**config.mk**
```make
export PLATFORM = sky130hd
export DESIGN_NAME = and16_bist_engine
export DESIGN_NICKNAME = d
export VERILOG_FILES = /design/src/rtl/and16_bist_engine.sv
export SDC_FILE = /design/constraint.sdc
export NUM_CORES = 1
export LEC_CHECK = 0
export BUFFER_PORTS_ARGS = -buffer_cell sky130_fd_sc_hd__buf_2
export CAP_MARGIN = 30
export CORE_ASPECT_RATIO = 1.4
export CORE_MARGIN = 5
export CORE_UTILIZATION = 50
export DETAILED_ROUTE_END_ITERATION = 10
export GPL_ROUTABILITY_DRIVEN = 0
export PLACE_DENSITY = 0.77
export SYNTH_ARGS = -nofsm -noshare
export SYNTH_HDL_FRONTEND = slang
export SYNTH_SLANG_ARGS = --single-unit
```
**constraint.sdc**
```tcl
create_clock -name clk -period 2.4 [get_ports clk]
set_clock_uncertainty 0.05 [all_clocks]
set_input_delay 0.48 -clock clk [delete_from_list [all_inputs] [get_ports clk]]
set_output_delay 0.48 -clock clk [all_outputs]
set_load 0.01 [all_outputs]
```
**src/rtl/and16_bist_engine.sv**
```systemverilog
// and16_bist_engine: self-test sequencer for a 16-bit bitwise-AND chip.
// Drives 4 directed and NUM_RAND LFSR operand pairs, checks dut_out vs a&b.
//
// Ports:
//   clk, reset      rising-edge clock, synchronous active-high reset
//   start           launch a run (honoured in IDLE or DONE only)
//   dut_a, dut_b    registered operands to the chip under test
//   dut_out         combinational chip result
//   busy, done      run in progress / run finished (held)
//   pass            done && no mismatches
//   err_count       saturating mismatch count
//   first_fail_idx  index of first mismatch, 16'hFFFF if none
//   fail_a/b/out    operands and result of first mismatch, 0 if none

module and16_bist_engine #(
   parameter int unsigned NUM_RAND = 16,
   parameter logic [15:0] SEED_A   = 16'hACE1,
   parameter logic [15:0] SEED_B   = 16'h1D2C
) (
   input  logic        clk,
   input  logic        reset,
   input  logic        start,
   output logic [15:0] dut_a,
   output logic [15:0] dut_b,
   input  logic [15:0] dut_out,
   output logic        busy,
   output logic        done,
   output logic        pass,
   output logic [15:0] err_count,
   output logic [15:0] first_fail_idx,
   output logic [15:0] fail_a,
   output logic [15:0] fail_b,
   output logic [15:0] fail_out
);

   localparam logic [15:0] LAST_IDX = 16'(NUM_RAND + 3);
   localparam logic [15:0] NO_FAIL  = 16'hFFFF;

   typedef enum logic [1:0] {
      S_IDLE,
      S_DRIVE,
      S_SAMPLE,
      S_DONE
   } state_t;

   state_t      state_q, state_d;
   logic [15:0] idx_q, idx_d;
   logic [15:0] lfsr_a_q, lfsr_a_d;
   logic [15:0] lfsr_b_q, lfsr_b_d;
   logic [15:0] a_q, a_d;
   logic [15:0] b_q, b_d;
   logic [15:0] err_q, err_d;
   logic [15:0] ffi_q, ffi_d;
   logic [15:0] fa_q, fa_d;
   logic [15:0] fb_q, fb_d;
   logic [15:0] fo_q, fo_d;
   logic        pass_q, pass_d;

   logic [15:0] vec_a;
   logic [15:0] vec_b;
   logic [15:0] golden;
   logic        mismatch;
   logic        first_hit;

   // Fibonacci LFSR, x^16+x^14+x^13+x^11+1, shifting right.
   function automatic logic [15:0] lfsr_step(input logic [15:0] v);
      return {v[0] ^ v[2] ^ v[3] ^ v[5], v[15:1]};
   endfunction

   always_comb begin : vector_sel
      vec_a = lfsr_a_q;
      vec_b = lfsr_b_q;
      unique case (idx_q)
         16'd0: begin
            vec_a = 16'h0000;
            vec_b = 16'h0000;
         end
         16'd1: begin
            vec_a = 16'h0000;
            vec_b = 16'hFFFF;
         end
         16'd2: begin
            vec_a = 16'hFFFF;
            vec_b = 16'hFFFF;
         end
         16'd3: begin
            vec_a = 16'hAAAA;
            vec_b = 16'h5555;
         end
         default: begin
         end
      endcase
   end

   assign golden    = a_q & b_q;
   assign mismatch  = (dut_out != golden);
   // err_count only ever moves away from zero, so zero means no failure yet.
   assign first_hit = mismatch && (err_q == 16'd0);

   always_comb begin : next_state
      state_d  = state_q;
      idx_d    = idx_q;
      lfsr_a_d = lfsr_a_q;
      lfsr_b_d = lfsr_b_q;
      a_d      = a_q;
      b_d      = b_q;
      err_d    = err_q;
      ffi_d    = ffi_q;
      fa_d     = fa_q;
      fb_d     = fb_q;
      fo_d     = fo_q;
      pass_d   = pass_q;

      unique case (state_q)
         S_IDLE, S_DONE: begin
            if (start) begin
               state_d  = S_DRIVE;
               idx_d    = 16'd0;
               lfsr_a_d = SEED_A;
               lfsr_b_d = SEED_B;
               err_d    = 16'd0;
               ffi_d    = NO_FAIL;
               fa_d     = 16'd0;
               fb_d     = 16'd0;
               fo_d     = 16'd0;
               pass_d   = 1'b0;
            end
         end

         S_DRIVE: begin
            a_d     = vec_a;
            b_d     = vec_b;
            state_d = S_SAMPLE;
            if (idx_q >= 16'd4) begin
               lfsr_a_d = lfsr_step(lfsr_a_q);
               lfsr_b_d = lfsr_step(lfsr_b_q);
            end
         end

         S_SAMPLE: begin
            if (mismatch && (err_q != 16'hFFFF)) begin
               err_d = err_q + 16'd1;
            end
            if (first_hit) begin
               ffi_d = idx_q;
               fa_d  = a_q;
               fb_d  = b_q;
               fo_d  = dut_out;
            end
            idx_d = idx_q + 16'd1;
            if (idx_q == LAST_IDX) begin
               state_d = S_DONE;
               pass_d  = (err_d == 16'd0);
            end else begin
               state_d = S_DRIVE;
            end
         end

         default: begin
            state_d = S_IDLE;
         end
      endcase
   end

   always_ff @(posedge clk) begin
      if (reset) begin
         state_q  <= S_IDLE;
         idx_q    <= 16'd0;
         lfsr_a_q <= SEED_A;
         lfsr_b_q <= SEED_B;
         a_q      <= 16'd0;
         b_q      <= 16'd0;
         err_q    <= 16'd0;
         ffi_q    <= NO_FAIL;
         fa_q     <= 16'd0;
         fb_q     <= 16'd0;
         fo_q     <= 16'd0;
         pass_q   <= 1'b0;
      end else begin
         state_q  <= state_d;
         idx_q    <= idx_d;
         lfsr_a_q <= lfsr_a_d;
         lfsr_b_q <= lfsr_b_d;
         a_q      <= a_d;
         b_q      <= b_d;
         err_q    <= err_d;
         ffi_q    <= ffi_d;
         fa_q     <= fa_d;
         fb_q     <= fb_d;
         fo_q     <= fo_d;
         pass_q   <= pass_d;
      end
   end

   assign dut_a          = a_q;
   assign dut_b          = b_q;
   assign busy           = (state_q == S_DRIVE) || (state_q == S_SAMPLE);
   assign done           = (state_q == S_DONE);
   assign pass           = pass_q;
   assign err_count      = err_q;
   assign first_fail_idx = ffi_q;
   assign fail_a         = fa_q;
   assign fail_b         = fb_q;
   assign fail_out       = fo_q;

endmodule
```
==> results of run 1 <==
==> worst paths after layout <==
check	start	to	cells past startpoint
min	dut_out[14]	fail_out[14]$_SDFFE_PP0P_	3
min reg2reg	lfsr_a_q[9]$_SDFFE_PP0P_	lfsr_a_q[9]$_SDFFE_PP0P_	2
max	err_count[1]$_SDFFE_PP0P_	pass$_SDFFE_PP0P_	8
max reg2reg	err_count[1]$_SDFFE_PP0P_	pass$_SDFFE_PP0P_	8
==> critical path: cells and delay by family (launching register included) <==
family          cells  cell delay [ns]
simple gates        4             1.09
fa+ha+maj           1             0.19
flops               1             0.42
compound gates      3             0.75
==> repair_timing <==
action                     4_1_cts  5_1_grt
setup buffers                    2        3
pin swaps                        3       10
hold buffers                     0        0
setup endpoints to repair        1       71
gates cloned                     0        1
resized for setup                1       22
==> flip-flops by register name, summed over array words and instances (netlist names) <==
register / flops
lfsr_a_q: 16
fail_out: 16
state_q: 2
fail_a: 16
dut_b: 16
lfsr_b_q: 16
fail_b: 16
pass: 1
first_fail_idx: 16
idx_q: 16
err_count: 16
dut_a: 16
==> through the flow <==
stage               hold slack (ns)  worst slack [ns]
finish                        0.275            -0.152
global route                  0.288            -0.248
CTS                           0.263            0.0380
detailed placement            0.415            -0.339
global placement              0.407            -0.474
floorplan                     0.396            0.0571
==> power groups by stage <==
stage / registers, mW / clock network (mW) / logic, mW
3_5_place_dp: 3.52 / 0 / 3.52
4_1_cts: 3.47 / 2.79 / 3.54
5_1_grt: 3.53 / 2.92 / 3.97
2_1_floorplan: 3.60 / 0 / 2.02
6_report: 3.48 / 2.76 / 3.62
3_3_place_gp: 3.51 / 0 / 3.38
==> routing by layer <==
metal	vias to the layer above	wire, um	GRT usage (%)
li1	3412	-	-
met2	314	10400	39.5
met3	39	1510	4.77
met4	0	531	8.87
met1	3365	8340	29.1
met5	-	0	0
==> cells in the final DEF (no fill, tap or decap), types with 7 or more instances in the layout <==
cell type / count
a211oi_1: 13
and3_1: 12
nor3b_1: 15
a21oi_1: 59
and2_1: 7
buf_4: 75
clkbuf_16: 18
xnor2_1: 10
xor2_1: 12
nand3_1: 33
nand4_1: 12
buf_2: 132
a22oi_1: 51
nand2b_1: 18
dfxtp_1: 160
o21bai_1: 14
nand2_1: 85
ha_1: 8
o22ai_1: 16
o21ai_0: 27
a311oi_1: 8
nor2_1: 111
nor3_1: 15
inv_1: 13
==> logic make-up (layout without fill, tap and decap cells) <==
logic type	after synthesis	after routing
AND/OR/NAND/NOR	348	348
AO/OA/AOI/OAI	235	235
flip-flops	163	163
buffers and inverters	82	257
XOR/XNOR	22	22
adder cells (fa/ha/maj)	10	10
multiplexers	4	4
==> cell type report <==
type                    count  share of cell area, %
multi-input cells         619                   40.7
flip-flops and latches    163                   35.4
repair buffers            212                   14.3
inverters                  13                  0.529
well taps                 189                   2.56
clock inverters            14                   1.78
clock buffers              18                   4.76
==> flow_metrics.env, run 1 <==
export IMPL_fp_dieH_um=152
export IMPL_drtIter0Drc=647
export IMPL_area_growth_pct=27.3
export IMPL_grt_max_degree=81
export IMPL_fin_util_pct=64.2
export IMPL_rsz0062_at_grt="true"
export IMPL_ios=134
export IMPL_fin_cells=1228
export IMPL_yosys_top_cells_area="dfxtp_1, nor2_1, a22oi_1"
export IMPL_synth_fa_ha_area_share_pct=1.73
export IMPL_multi_input_area_um2=3750
export IMPL_cts_tree="yes"
export IMPL_grtUsageTotal_pct=23.3
export IMPL_viasPerCell=5.81
export IMPL_n_fill_cell=1214
export IMPL_power_total_mw=9.86
export IMPL_switching_power_mw=3.80
export IMPL_setup_tns_ns=-0.152
export IMPL_clk_path_buf_depth=2
export IMPL_drive_above_1_share_pct=27.0
export IMPL_maxCapViolations=0
export IMPL_yosys_most_used_dff="dfxtp_1"
export IMPL_cp_slowest_cell="nor4_4"
export IMPL_status="finished, violations left"
export IMPL_finalSetupViolCount=1
export IMPL_fin_nets=1055
export IMPL_relSlewSlack_pct=44.2
export IMPL_syn_inst=864
export IMPL_path_clk_slew_ns=0.07
export IMPL_tightest_slew_ns=0.834
export IMPL_synth_compound_area_share_pct=21.4
export IMPL_synth_area_um2=7250
export IMPL_end_kind="register"
export IMPL_grt_pass1_vias=6646
export IMPL_seq_area_frac_synth_pct=45.0
export IMPL_muxShareOfSynthArea_pct=0.587
export IMPL_final_area_um2=9230
export IMPL_grt_overflow=0
export IMPL_ir_worst_vdd_mv=0.839
export IMPL_swShare_pct=38.6
export IMPL_rows=52
export IMPL_start_util_pct=50.4
export IMPL_first_pass_iters=5
export IMPL_yosysUniqueCellTypes=66
export IMPL_cts_sinks=163
export IMPL_syn_avg_cell_area_um2=8.39
export IMPL_yosys_area_top_type="dfxtp_1"
export IMPL_critPathKind="register to register"
export IMPL_die_w_um=112
export IMPL_intPower_mw=6.05
export IMPL_worstPathCellList="ha_4 -> nand2_1 -> nor4_4 -> nand3_2 -> a2111oi_4 -> o22ai_2 -> nor4_2 -> a31o_1"
export IMPL_synth_top_family_by_area="simple AND/OR/NAND/NOR gates"
export IMPL_fmax_ghz=0.392
export IMPL_htree_levels=4
export IMPL_slowest_delay_ns=0.49
export IMPL_ant_nets=0
export IMPL_worstPathArrival_ns=2.87
export IMPL_synth_warnings=0
export IMPL_fin_crit_sh_pct=106
export IMPL_synth_simple_area_share_pct=23.9
export IMPL_vias=7130
export IMPL_synth_top_cell_area_share_pct=45.0
export IMPL_antenna_found_initial=0
export IMPL_route_detailed_drc=0
export IMPL_port_buffers=133
export IMPL_ys_async_sr_fraction_pct=0
export IMPL_r2r_setup_slack_ns=-0.15
export IMPL_holdCritPathClass="input pin to register"
export IMPL_dieArea_um2=17000
export IMPL_clkPwrFrac_pct=28.0
export IMPL_yosys_cell_count_top_type="dfxtp_1"
export IMPL_synth_edff_count=0
export IMPL_power_density_nw_per_um2=1070
export IMPL_period_minus_slack_ns=2.55
export IMPL_maxSlewViolCount=0
export IMPL_violations="negative setup slack"
export IMPL_grt_first_pass_wirelength_um=33400
export IMPL_worstSkewPairLatency_ns=0.42
export IMPL_wire_per_inst_um=16.9
export IMPL_numCtsBuffers=17
export IMPL_n_antenna_cell=0
export IMPL_wl_um=20700
export IMPL_setup_ws_ns=-0.152
export IMPL_clock_root_buffer="clkbuf_16"
export IMPL_place_hpwl_um=14200
export IMPL_fp_coreArea_um2=14400
export IMPL_dp_cells=1190
export IMPL_synth_xor_area_share_pct=2.66
export IMPL_crit_required_ns=2.71
export IMPL_combPwrFrac_pct=36.7
export IMPL_leakagePower_nw=3.85
export IMPL_synth_seq_cells=163
export IMPL_synth_nets=893
export IMPL_path_max_fanout=7
export IMPL_seq_power_share_pct=35.4
export IMPL_dpl_cell_area_um2=8460
export IMPL_yosys_top_cells_count="dfxtp_1, nor2_1, nand2_1"
export IMPL_critPathLaunchType="register"
export IMPL_regArea_um2=3270
export IMPL_finalHoldViolCount=0
(Power assumes the default switching activity.)
==> inputs of run 2 (changes only) <==
==> config.mk (replaced) <==
export PLATFORM = sky130hd
export DESIGN_NAME = and16_bist_engine
export DESIGN_NICKNAME = d
export VERILOG_FILES = /design/src/rtl/and16_bist_engine.sv
export SDC_FILE = /design/constraint.sdc
export NUM_CORES = 1
export LEC_CHECK = 0
export CAP_MARGIN = 30
export CORE_ASPECT_RATIO = 1.4
export CORE_MARGIN = 5
export CORE_UTILIZATION = 57
export DETAILED_ROUTE_END_ITERATION = 10
export DONT_BUFFER_PORTS = 1
export GPL_ROUTABILITY_DRIVEN = 0
export PLACE_DENSITY = 0.76
export SYNTH_ARGS = -nofsm -noshare
export SYNTH_HDL_FRONTEND = slang
export SYNTH_SLANG_ARGS = --single-unit
==> run 2 against run 1 <==
The run still ends with negative setup slack left; sequential share of layout area up 1.3 points; routed wire length up 3.5%; utilization up 7.6 points; clock power about the same; first-iteration DRC count up 10%.
==> flow_metrics.env, run 2 (synthesis gave the netlist of run 1 again) <==
export IMPL_fin_nets=944
export IMPL_worstReg2RegStart="dut_b[14]$_SDFFE_PP0P_"
export IMPL_grt_first_pass_wirelength_um=32300
export IMPL_route_detailed_drc=0
export IMPL_n_antenna_cell=0
export IMPL_ir_worst_vdd_mv=0.564
export IMPL_cp_top_family="simple AND/OR/NAND/NOR gates"
export IMPL_cts_sinks=163
export IMPL_met2_usage_pct=44.6
export IMPL_gr_usage_met1_pct=30.8
export IMPL_finalSetupViolCount=66
export IMPL_maxSlewViolCount=0
export IMPL_relSlewSlack_pct=50.3
export IMPL_grt_util_met3_pct=7.60
export IMPL_drive_above_1_share_pct=21.9
export IMPL_worstPathCellList="and3b_1 -> a211oi_2 -> buf_4 -> nand4_1 -> buf_4 -> nor2_4 -> nor4_4 -> buf_4 -> nor2_4 -> buf_12 -> buf_8 -> a22oi_1 -> nor2_1"
export IMPL_clock_root_buffer="clkbuf_16"
export IMPL_critPathKind="register to register"
export IMPL_numCtsBuffers=17
export IMPL_critPathMostFrequentCell="buf_4"
export IMPL_fin_crit_sh_pct=107
export IMPL_wire_per_inst_um=19.9
export IMPL_min_from="reset"
export IMPL_dp_cells=1028
export IMPL_place_hpwl_um=14000
export IMPL_r2r_end="fail_b[6]$_SDFFE_PP0P_"
export IMPL_swShare_pct=39.1
export IMPL_finalHoldViolCount=0
export IMPL_start_util_pct=58.3
export IMPL_viasPerCell=6.41
export IMPL_htree_levels=4
export IMPL_crit_required_ns=2.72
export IMPL_clkPwrFrac_pct=26.2
export IMPL_port_buffers=0
export IMPL_slowest_delay_ns=0.35
export IMPL_switching_power_mw=4.12
export IMPL_holdCritPathClass="input pin to register"
export IMPL_worstSkewPairLatency_ns=0.43
export IMPL_first_pass_iters=5
export IMPL_fmax_ghz=0.388
export IMPL_fp_dieH_um=143
export IMPL_rows=48
export IMPL_power_density_nw_per_um2=1180
export IMPL_violations="negative setup slack"
export IMPL_final_cell_mix="dfxtp_1, nor2_1, buf_4, nand2_1, a21oi_1"
export IMPL_holdWs_ns=0.0708
export IMPL_min_to="fail_b[3]$_SDFFE_PP0P_"
export IMPL_maxCapViolations=0
export IMPL_seq_power_share_pct=33.7
export IMPL_combPwrFrac_pct=40.1
export IMPL_ios=134
export IMPL_wl_um=21500
export IMPL_tightest_slew_ns=0.744
export IMPL_period_minus_slack_ns=2.58
export IMPL_critPathLaunchType="register"
export IMPL_area_growth_pct=23.1
export IMPL_clk_path_buf_depth=2
export IMPL_drtIter0Drc=713
export IMPL_crit_buf_inv=5
export IMPL_holdPathStages=1
export IMPL_grtUsageTotal_pct=26.1
export IMPL_rsz0062_at_grt="true"
export IMPL_die_w_um=105
export IMPL_path_clk_slew_ns=0.07
export IMPL_grt_pass1_vias=6352
export IMPL_fin_cells=1078
export IMPL_grt_overflow=0
export IMPL_r2r_setup_slack_ns=-0.18
export IMPL_leakagePower_nw=3.36
export IMPL_cts_tree="yes"
export IMPL_setup_ws_ns=-0.177
export IMPL_dieArea_um2=15100
export IMPL_ant_nets=0
export IMPL_antenna_found_initial=0
export IMPL_final_common_cell="dfxtp_1"
export IMPL_status="finished, violations left"
export IMPL_intPower_mw=6.40
export IMPL_vias=6914
export IMPL_path_max_fanout=12
export IMPL_worstPathArrival_ns=2.89
export IMPL_grt_max_degree=152
export IMPL_end_kind="register"
export IMPL_rr_worst_depth=13
export IMPL_busiest_layer="met2"
export IMPL_cp_slowest_cell="dfxtp_2"
export IMPL_fp_coreArea_um2=12400
==> run 2: changes by cell type in the layout (fill, tap and decap cells not counted), sizes merged <==
cell / before / now
inv: 20 / 19
clkbuf: 19 / 22
clkinvlp: 3 / 4
or2: 4 / 5
buf: 211 / 96
==> run 2: worst max-delay path by stage <==
stage	from	to	slack, ns	cells past startpoint
2_1_floorplan	dut_out[12]	pass$_SDFFE_PP0P_	0.06	9
3_3_place_gp	dut_out[8]	pass$_SDFFE_PP0P_	-0.18	10
3_5_place_dp	dut_out[8]	first_fail_idx[10]$_SDFFE_PP1P_	-0.24	10
4_1_cts	dut_a[8]$_SDFFE_PP0P_	fail_a[7]$_SDFFE_PP0P_	-0.002	12
5_1_grt	dut_b[14]$_SDFFE_PP0P_	fail_out[1]$_SDFFE_PP0P_	-0.25	13
6_report	dut_b[14]$_SDFFE_PP0P_	fail_b[6]$_SDFFE_PP0P_	-0.18	13
==> run 2: layout make-up <==
class / instances / area, um2
Fill cell: 900 / 3510
Clock inverter: 14 / 173
Inverter: 13 / 48.8
Multi-Input combinational cell: 620 / 3910
Sequential cell: 163 / 3270
Timing Repair Buffer: 100 / 906
Tap cell: 150 / 188
Clock buffer: 18 / 429
==> run 2: per-stage QoR <==
stage	utilization [%]	setup slack (ns)	setup TNS [ns]	area [um2]	total power, mW
after floorplan	-	0.0571	0	7260	5.62
after global placement	63.0	-0.176	-6.77	7830	6.69
after detailed placement	63.0	-0.245	-10.71	7830	6.82
after CTS	68.2	-0.00190	-0.00190	8480	9.60
after global routing	71.8	-0.254	-12.73	8920	11.0
final	71.8	-0.177	-7.64	8920	10.5
==> run 2: metal layers <==
metal  wire length (um)  vias to the layer above
li1                   -                     3188
met1               7990                     3272
met2              10800                      383
met3               1960                       71
met4                704                        0
met5                  0                        -
==> run 2: worst register-to-register path: cells and delay by family (launching register included) <==
family          cells  cell delay [ns]
simple gates        6             0.88
buf+inv             5             0.84
flops               1             0.35
compound gates      2             0.41
==> run 2: timing repair <==
item,4_1_cts,5_1_grt
setup buffers,2,9
cloned,0,7
hold buffers,0,0
pin swaps,6,44
hold endpoints to repair,0,0
endpoints found under the setup margin,65,93
resized for setup,12,50
==> run 2: power by group through the flow <==
stage | Combinational (mW) | Clock (mW) | Sequential (mW)
after floorplan | 2.02 | 0 | 3.60
after global routing | 4.51 | 2.90 | 3.59
after global placement | 3.14 | 0 | 3.55
after detailed placement | 3.24 | 0 | 3.58
after CTS | 3.31 | 2.77 | 3.53
final | 4.22 | 2.75 | 3.55
==> inputs of run 3 (changes only) <==
==> constraint.sdc (replaced) <==
create_clock -name clk -period 2.4 [get_ports clk]
set_clock_uncertainty 0.05 [all_clocks]
set_input_delay 0.6 -clock clk [delete_from_list [all_inputs] [get_ports clk]]
set_output_delay 0.6 -clock clk [all_outputs]
set_load 0.01 [all_outputs]
==> run 3 against run 2 <==
The run still ends with negative setup slack left; clock power barely moved; sequential power barely moved; first-iteration DRC count is 5.8% lower.
==> flow_metrics.env, run 3 (synthesis gave the netlist of run 1 again) <==
export IMPL_multi_input_area_um2=3800
export IMPL_fin_nets=945
export IMPL_first_pass_iters=7
export IMPL_period_minus_slack_ns=2.50
export IMPL_antenna_found_initial=0
export IMPL_path_max_fanout=7
export IMPL_power_density_nw_per_um2=1180
export IMPL_cts_tree="yes"
export IMPL_finalSetupViolCount=37
export IMPL_area_growth_pct=22.1
export IMPL_met2_usage_pct=45.8
export IMPL_rsz0062_at_grt="true"
export IMPL_n_fill_cell=889
export IMPL_cp_slowest_cell="dfxtp_4"
export IMPL_grt_max_degree=152
export IMPL_htree_levels=4
export IMPL_gr_usage_met1_pct=31.5
export IMPL_status="finished, violations left"
export IMPL_grt_util_met3_pct=5.93
export IMPL_holdBufCountCts=0
export IMPL_critPathLaunchType="register"
export IMPL_leakagePower_nw=3.39
export IMPL_final_cell_mix="dfxtp_1, nor2_1, buf_4, nand2_1, a21oi_1"
export IMPL_dieArea_um2=15100
export IMPL_maxSlewViolCount=0
export IMPL_slowest_delay_ns=0.36
export IMPL_relSlewSlack_pct=52.5
export IMPL_ant_nets=0
export IMPL_finalHoldViolCount=0
export IMPL_rows=48
export IMPL_setup_tns_ns=-1.91
export IMPL_crit_required_ns=2.71
export IMPL_fp_coreArea_um2=12400
export IMPL_setup_ws_ns=-0.100
export IMPL_die_w_um=105
export IMPL_numCtsBuffers=17
export IMPL_cts_sinks=163
export IMPL_wire_per_inst_um=20.2
export IMPL_critPathKind="register to register"
export IMPL_fin_crit_sh_pct=104
export IMPL_viasPerCell=6.47
export IMPL_place_hpwl_um=14200
export IMPL_place_ws_ns=-0.415
export IMPL_critPathMostFrequentCell="nand4_1"
export IMPL_drtIter0Drc=672
export IMPL_holdWs_ns=0.200
export IMPL_cp_top_family="simple AND/OR/NAND/NOR gates"
export IMPL_drive_above_1_share_pct=19.9
export IMPL_violations="negative setup slack"
export IMPL_start_util_pct=58.3
export IMPL_fmax_ghz=0.400
export IMPL_wl_um=21800
export IMPL_worstPathCellList="a21o_1 -> a211oi_2 -> buf_4 -> nand4_1 -> or2_4 -> nand4_1 -> mux2_4 -> nor4_4 -> a31o_1"
export IMPL_n_antenna_cell=0
export IMPL_maxCapViolations=0
export IMPL_route_detailed_drc=0
export IMPL_final_common_cell="dfxtp_1"
export IMPL_crit_buf_inv=1
export IMPL_worstSkewPairLatency_ns=0.42
export IMPL_grt_pass1_vias=6386
export IMPL_fp_dieH_um=143
export IMPL_dp_cells=1035
export IMPL_grt_first_pass_wirelength_um=32800
export IMPL_clock_root_buffer="clkbuf_16"
export IMPL_regArea_um2=3280
export IMPL_end_kind="register"
export IMPL_port_buffers=0
export IMPL_grtUsageTotal_pct=26.5
export IMPL_vias=6979
export IMPL_worstPathArrival_ns=2.81
export IMPL_ios=134
export IMPL_tightest_slew_ns=0.711
export IMPL_grt_overflow=0
export IMPL_path_clk_slew_ns=0.07
export IMPL_holdCritPathClass="input pin to register"
export IMPL_ir_worst_vdd_mv=0.580
export IMPL_busiest_layer="met2"
export IMPL_clk_path_buf_depth=2
export IMPL_fin_cells=1079
-- run 3: changes by cell type in the layout (fill, tap and decap cells not counted), sizes merged --
cell      change
buf           +3
or2           -1
clkinv        +3
clkbuf        -2
clkinvlp      -2
-- run 3: final timing paths --
kind	start	to	slack, ns	depth (start not counted)
min	reset	fail_b[15]$_SDFFE_PP0P_	0.20	1
min reg2reg	lfsr_b_q[6]$_SDFFE_PP0P_	lfsr_b_q[6]$_SDFFE_PP0P_	0.42	2
max	dut_a[8]$_SDFFE_PP0P_	pass$_SDFFE_PP0P_	-0.10	9
max reg2reg	dut_a[8]$_SDFFE_PP0P_	pass$_SDFFE_PP0P_	-0.10	9
-- run 3: repair_timing --
action,4_1_cts,5_1_grt
pin swaps,5,9
gates cloned,0,5
gates resized for setup,9,34
buffers inserted,0,7
setup endpoints to repair,72,81
-- run 3: cell type report --
class,count,area share [%]
Clock buffer,17,4.80
Timing Repair Buffer,102,10.7
Tap cell,150,2.12
Sequential cell,163,37.0
Clock inverter,15,1.91
Multi-Input combinational cell,619,42.9
Inverter,13,0.551
-- run 3: per-layer routing --
metal / share of wire [%] / routed length, um / vias to the layer above
met1: 38 / 8190 / 3358
li1: - / - / 3184
met5: 0 / 0 / -
met2: 51 / 11100 / 365
met3: 8.0 / 1750 / 72
met4: 3.4 / 731 / 0
-- run 3: metrics by stage --
stage                     area (um2)  utilization [%]  power [mW]
after floorplan                 7260                -        5.62
after global placement          7910             63.6        6.81
after detailed placement        7910             63.6        6.94
after CTS                       8540             68.7        9.68
after global routing            8860             71.2        10.9
final                           8860             71.2        10.5
-- run 3: power by group --
group          internal, mW  switching, mW  leakage, nW
logic                  1.76           2.43         1.77
clock network          1.56           1.17        0.288
registers              3.12          0.430         1.33
